`src/rtl/gpr_wb_arb_pkg.sv`:
```
// Shared constants and types for the GPR writeback arbiter.
//   REQ_*     : requester slot indices (ALU, load unit, mul/div unit)
//   REG_*     : register file geometry and special register numbers
//   wrReq_t   : one writeback request as forwarded to the gpr write port
package gpr_wb_arb_pkg;

    localparam int REQ_ALU = 0;
    localparam int REQ_LSU = 1;
    localparam int REQ_MDU = 2;

    localparam int REG_AW = 5;
    localparam int REG_DW = 32;

    localparam logic [REG_AW-1:0] REG_ZERO = 5'd0;
    localparam logic [REG_AW-1:0] REG_OF   = 5'd30;

    typedef struct packed {
        logic              ofWrEn;
        logic              ofFlag;
        logic [REG_AW-1:0] addr;
        logic [REG_DW-1:0] data;
    } wrReq_t;

endpackage

```
`src/rtl/rr_arbiter.sv`:
```
// Round-robin / fixed-priority arbiter with a one-hot combinational grant.
//   clk, rst : clock, synchronous active-high reset
//   req      : per-requester request
//   gnt      : one-hot grant, forced to zero while rst is high
// RR_EN=1 scans from ptr upward (mod NREQ) and moves ptr past the winner;
// RR_EN=0 grants the lowest asserted index and leaves ptr idle.
module rr_arbiter #(
    parameter int NREQ  = 3,
    parameter bit RR_EN = 1'b1
) (
    input  logic            clk,
    input  logic            rst,
    input  logic [NREQ-1:0] req,
    output logic [NREQ-1:0] gnt
);

    localparam int PW = (NREQ > 1) ? $clog2(NREQ) : 1;

    logic [PW-1:0] ptr;
    logic [PW-1:0] idx;
    logic [PW-1:0] gntIdx;
    logic [PW:0]   sum;
    logic          found;

    always_comb begin
        gnt    = '0;
        gntIdx = '0;
        found  = 1'b0;
        sum    = '0;
        idx    = '0;
        for (int k = 0; k < NREQ; k++) begin
            // ptr + k never reaches 2*NREQ, so one conditional subtract is the modulo
            sum = (RR_EN ? {1'b0, ptr} : '0) + (PW+1)'(k);
            if (sum >= (PW+1)'(NREQ))
                sum = sum - (PW+1)'(NREQ);
            idx = sum[PW-1:0];
            if (!found && req[idx]) begin
                found  = 1'b1;
                gntIdx = idx;
            end
        end
        if (found && !rst)
            gnt[gntIdx] = 1'b1;
    end

    always_ff @(posedge clk) begin
        if (rst)
            ptr <= '0;
        else if (RR_EN && found)
            ptr <= (gntIdx == PW'(NREQ-1)) ? '0 : gntIdx + PW'(1);
    end

endmodule

```
`src/rtl/gpr_wb_arb.sv`:
```
// GPR writeback arbiter: shares the single gpr write port between the ALU,
// load unit and mul/div unit, and tracks pending writes per register.
//   clk, rst        : clock, synchronous active-high reset
//   Req/ReqAddr/ReqData/ReqOFWrEn/ReqOFFlag : packed per-requester write requests
//   Gnt             : one-hot combinational grant (a grant is a transfer)
//   WrEn/OFWrEn/OFFlag/WrAddr/WrData : registered gpr write port
//   Reserve/ResAddr/ResStall : issue-stage reservation of a destination register
//   ChkAddr1/2, Busy1/2      : hazard queries on the pending-write scoreboard
module gpr_wb_arb
    import gpr_wb_arb_pkg::*;
#(
    parameter int NREQ  = 3,
    parameter bit RR_EN = 1'b1
) (
    input  logic                   clk,
    input  logic                   rst,
    input  logic [NREQ-1:0]        Req,
    input  logic [NREQ*REG_AW-1:0] ReqAddr,
    input  logic [NREQ*REG_DW-1:0] ReqData,
    input  logic [NREQ-1:0]        ReqOFWrEn,
    input  logic [NREQ-1:0]        ReqOFFlag,
    output logic [NREQ-1:0]        Gnt,
    output logic                   WrEn,
    output logic                   OFWrEn,
    output logic                   OFFlag,
    output logic [REG_AW-1:0]      WrAddr,
    output logic [REG_DW-1:0]      WrData,
    input  logic                   Reserve,
    input  logic [REG_AW-1:0]      ResAddr,
    output logic                   ResStall,
    input  logic [REG_AW-1:0]      ChkAddr1,
    input  logic [REG_AW-1:0]      ChkAddr2,
    output logic                   Busy1,
    output logic                   Busy2
);

    wrReq_t      sel;
    logic        xfer;
    logic [31:0] busy;
    logic [31:0] busyNext;

    rr_arbiter #(.NREQ(NREQ), .RR_EN(RR_EN)) uArb (
        .clk (clk),
        .rst (rst),
        .req (Req),
        .gnt (Gnt)
    );

    // Gnt is only ever raised on a requesting index, so any grant is a transfer.
    assign xfer = |Gnt;

    always_comb begin
        sel = '0;
        for (int i = 0; i < NREQ; i++) begin
            if (Gnt[i]) begin
                sel.ofWrEn = ReqOFWrEn[i];
                sel.ofFlag = ReqOFFlag[i];
                sel.addr   = ReqAddr[i*REG_AW +: REG_AW];
                sel.data   = ReqData[i*REG_DW +: REG_DW];
            end
        end
    end

    always_ff @(posedge clk) begin
        if (rst) begin
            WrEn   <= 1'b0;
            OFWrEn <= 1'b0;
            OFFlag <= 1'b0;
            WrAddr <= '0;
            WrData <= '0;
        end else begin
            WrEn   <= xfer;
            OFWrEn <= xfer & sel.ofWrEn;
            if (xfer) begin
                OFFlag <= sel.ofFlag;
                WrAddr <= sel.addr;
                WrData <= sel.data;
            end
        end
    end

    // A register whose write is committing this edge can be re-reserved
    // without stalling; the set below then overrides the clear.
    assign ResStall = !rst && Reserve && busy[ResAddr]
                      && !(WrEn && (WrAddr == ResAddr));

    always_comb begin
        busyNext = busy;
        if (WrEn)
            busyNext[WrAddr] = 1'b0;
        if (Reserve && !ResStall && (ResAddr != REG_ZERO))
            busyNext[ResAddr] = 1'b1;
        busyNext[REG_ZERO] = 1'b0;
    end

    always_ff @(posedge clk) begin
        if (rst)
            busy <= '0;
        else
            busy <= busyNext;
    end

    // No bypass: the clearing edge coincides with the gpr write.
    assign Busy1 = busy[ChkAddr1];
    assign Busy2 = busy[ChkAddr2];

endmodule

```
`config.mk`:
```
export PLATFORM = sky130hd
export DESIGN_NAME = gpr_wb_arb
export DESIGN_NICKNAME = d
export VERILOG_FILES = /design/src/rtl/gpr_wb_arb_pkg.sv /design/src/rtl/rr_arbiter.sv /design/src/rtl/gpr_wb_arb.sv
export SDC_FILE = /design/constraint.sdc
export NUM_CORES = 1
export LEC_CHECK = 0
export BUFFER_PORTS_ARGS = -buffer_cell sky130_fd_sc_hd__buf_2
export CELL_PAD_IN_SITES_DETAIL_PLACEMENT = 1
export CELL_PAD_IN_SITES_GLOBAL_PLACEMENT = 1
export CORE_MARGIN = 2
export CORE_UTILIZATION = 35
export CTS_BUF_LIST = sky130_fd_sc_hd__clkbuf_4 sky130_fd_sc_hd__clkbuf_8 sky130_fd_sc_hd__clkbuf_16
export DETAILED_ROUTE_END_ITERATION = 7
export GPL_TIMING_DRIVEN = 0
export PLACE_DENSITY_LB_ADDON = 0.2
export SLEW_MARGIN = 10
export SYNTH_ARGS = -nofsm -noshare
export SYNTH_HDL_FRONTEND = slang
export SYNTH_SLANG_ARGS = --single-unit
```
`constraint.sdc`:
```
create_clock -name clk -period 6.7 [get_ports clk]
set_input_delay 1.005 -clock clk [delete_from_list [all_inputs] [get_ports clk]]
set_output_delay 1.005 -clock clk [all_outputs]
set_load 0.01 [all_outputs]
```
==> flow_metrics.env <==
export IMPL_start_util_pct=35.8
export IMPL_final_util_pct=46.9
export IMPL_fin_skew_ns=0.00693
export IMPL_synth_edff_count=0
export IMPL_ir_worst_vdd_mv=0.183
export IMPL_rsz0062_at_grt="false"
export IMPL_drv_cap=0
export IMPL_drt_iter0_drc=257
export IMPL_cts_resized=0
export IMPL_final_common_cell="buf_2"
export IMPL_ys_flop_type="dfxtp_1"
export IMPL_wirelength_mm=18.5
export IMPL_worst_slew_pin_slew_ns=0.714
export IMPL_syn_inst=512
export IMPL_worstPathArrival_ns=3.16
export IMPL_most_common_layout_cells="buf_2, dfxtp_1, o21ai_0, nand3_1, clkbuf_1"
export IMPL_overflow=0
export IMPL_postSynthAreaPerCell_sq_um=8.81
export IMPL_die_w_um=118
export IMPL_vias_per_cell=5.89
export IMPL_die_h_um=118
export IMPL_fin_crit_ns=4.17
export IMPL_gp_congestion=0.876
export IMPL_area_delta_synth_final_pct=31.2
export IMPL_crit_type="register to output port"
export IMPL_vias=5180
export IMPL_drc=0
export IMPL_final_nets=842
export IMPL_cts_tree="yes"
export IMPL_detail_route_antenna_nets=0
export IMPL_seq_area_frac_synth_pct=32.4
export IMPL_portBuffers=177
export IMPL_clkSinkCount=73
export IMPL_grt_pass1_wl_mm=29.7
export IMPL_setup_viol=0
export IMPL_synth_area_sq_um=4510
export IMPL_crit_path_cell_trace="inv_1 > ha_1 > nand2b_1 > a21oi_1 > or2_2 > o32ai_1 > clkbuf_1 > and3_1 > buf_2"
export IMPL_core_area_sq_um=12600
export IMPL_ios=184
export IMPL_ys_warn_count=0
export IMPL_first_pass_iters=5
export IMPL_cts_htree_levels=3
export IMPL_outcome="complete, no violations"
export IMPL_grt_use_total_pct=26.7
export IMPL_critPathMaxStageDelay_ns=0.64
export IMPL_yosys_cell_types_count=55
export IMPL_clock_path_buffers=2
export IMPL_maxSlewHeadroom_pct=52.3
export IMPL_worstSetupStartpointType="register"
export IMPL_setup_tns_ns=0
export IMPL_layout_drive_gt1_share_pct=34.5
export IMPL_place_inst=861
export IMPL_slew_violations=0
export IMPL_hold_viol=0
export IMPL_path_max_fanout=10
export IMPL_layoutNonFillerInstCount=879
export IMPL_async_flop_share_pct=0
export IMPL_grt_max_degree=12
export IMPL_wl_per_cell_um=21.1
export IMPL_synth_seq_cells=73
export IMPL_clk_insertion_delay_late_ns=0.35
export IMPL_first_global_vias=5565
export IMPL_power_leakage_nw=2.39
export IMPL_cts_buffers=9
export IMPL_dieArea_sq_um=13800
export IMPL_hold_buffers=0
export IMPL_crit_slowest_cell="o32ai_1"
export IMPL_cp_end_kind="output port"
export IMPL_powerDensity_nw_per_um2=360
export IMPL_cts_setup_buffers=0
export IMPL_syn_num_nets=654
export IMPL_cts_root_buffer="clkbuf_16"
export IMPL_worstPathRequired_ns=5.69
export IMPL_dp_hpwl_mm=14.5
export IMPL_antenna_found_initial=1
export IMPL_row_count=41
export IMPL_clk_pin_slew_ns=0.06
export IMPL_min_period_over_period_pct=62.2
export IMPL_fmaxAchievable_mhz=240
export IMPL_min_path_type="register to register"
worst max-delay path: cells and delay by family (launching register included):
kind	cells	cell delay (ns)
buffers and inverters	3	0.66
adder cells (fa/ha/maj)	1	0.40
AO/OA/AOI/OAI	2	0.75
flip-flops	1	0.37
AND/OR/NAND/NOR	3	0.64
registers in the layout (all words and copies together) (netlist names):
register / cells
WrData: 32
OFWrEn: 1
WrAddr: 5
OFFlag: 1
busy: 31
WrEn: 1
uArb.ptr: 2
metrics by stage:
stage	cell area, sq um	setup WS (ns)	power, W	hold WS [ns]
floorplan	4510	2.99	0.00125	0.468
global placement	5610	2.61	0.00161	0.495
detailed placement	5610	2.56	0.00164	0.507
CTS	5920	2.53	0.00214	0.515
global route	5920	2.28	0.00227	0.538
finish	5920	2.53	0.00213	0.517
logic make-up (layout without fill, tap and decap cells):
kind of cell	Yosys count	in the layout	share of synthesized area (%)
simple gates	139	139	16.4
flops	73	73	32.4
mux	37	37	13.7
other cells	0	2	0
fa+ha+maj	4	4	1.11
buf+inv	62	255	5.79
compound gates	192	192	29.7
xor+xnor	5	5	0.970
cell usage after synthesis (2+ instances only):
library cell | n | share of area, %
dfxtp_1 | 73 | 32
o32ai_1 | 2 | 0.39
inv_1 | 9 | 0.75
and2_1 | 2 | 0.28
nand3_1 | 55 | 6.1
nor2b_1 | 4 | 0.55
buf_2 | 2 | 0.22
or2_2 | 3 | 0.42
nor4_1 | 2 | 0.28
clkbuf_1 | 46 | 3.8
mux2_2 | 8 | 2.0
nand2b_1 | 6 | 0.83
buf_6 | 3 | 0.75
o21ai_2 | 8 | 1.6
nor2_1 | 10 | 0.83
nand2_1 | 29 | 2.4
or4_1 | 2 | 0.33
nand3b_1 | 4 | 0.67
mux4_2 | 19 | 9.5
o22ai_1 | 5 | 0.69
o221ai_1 | 38 | 7.4
mux2i_1 | 9 | 2.0
a31oi_1 | 39 | 5.4
o41ai_1 | 3 | 0.58
o21ai_0 | 63 | 7.0
ha_1 | 4 | 1.1
nor3_1 | 2 | 0.22
nand4_1 | 3 | 0.42
a21oi_1 | 4 | 0.44
and3_1 | 4 | 0.55
xor2_1 | 4 | 0.78
nor3b_1 | 6 | 1.0
o211ai_1 | 19 | 3.2
power by group:
| part | total, W | leakage, nW | switching (W) | internal, W |
|---|---|---|---|---|
| sequential | 0.000642 | 0.602 | 0.0000857 | 0.000556 |
| clock | 0.000501 | 0.154 | 0.000191 | 0.000310 |
| combinational | 0.000991 | 1.63 | 0.000638 | 0.000353 |
path summary, 6_finish.rpt:
kind,end,from,slack (ns),cells after the start
worst max-delay path,Gnt[2],uArb.ptr[0],2.53,9
worst min register to register,busy[10],busy[10],0.52,2
worst max register to register,WrAddr[0],uArb.ptr[0],3.58,9
worst min-delay path,busy[10],busy[10],0.52,2
area by class of cell:
class                   instances  area, sq um
flip-flops and latches         73         1460
clock inverters                 3         40.0
repair buffers                177          886
plain buffers                  53          228
well taps                     172          215
fillers                      1571         6700
multi-input cells             377         2790
inverters                       9         33.8
diodes                          2         5.00
clock buffers                  13          262
layer usage:
| layer | track usage [%] | vias up | routed length (um) |
|---|---|---|---|
| li1 | - | 2398 | - |
| met3 | 6.98 | 25 | 1420 |
| met1 | 31.4 | 2556 | 7410 |
| met2 | 47.0 | 201 | 9340 |
| met5 | 0 | - | 0 |
| met4 | 9.19 | 0 | 352 |
(Power assumes the default switching activity.)
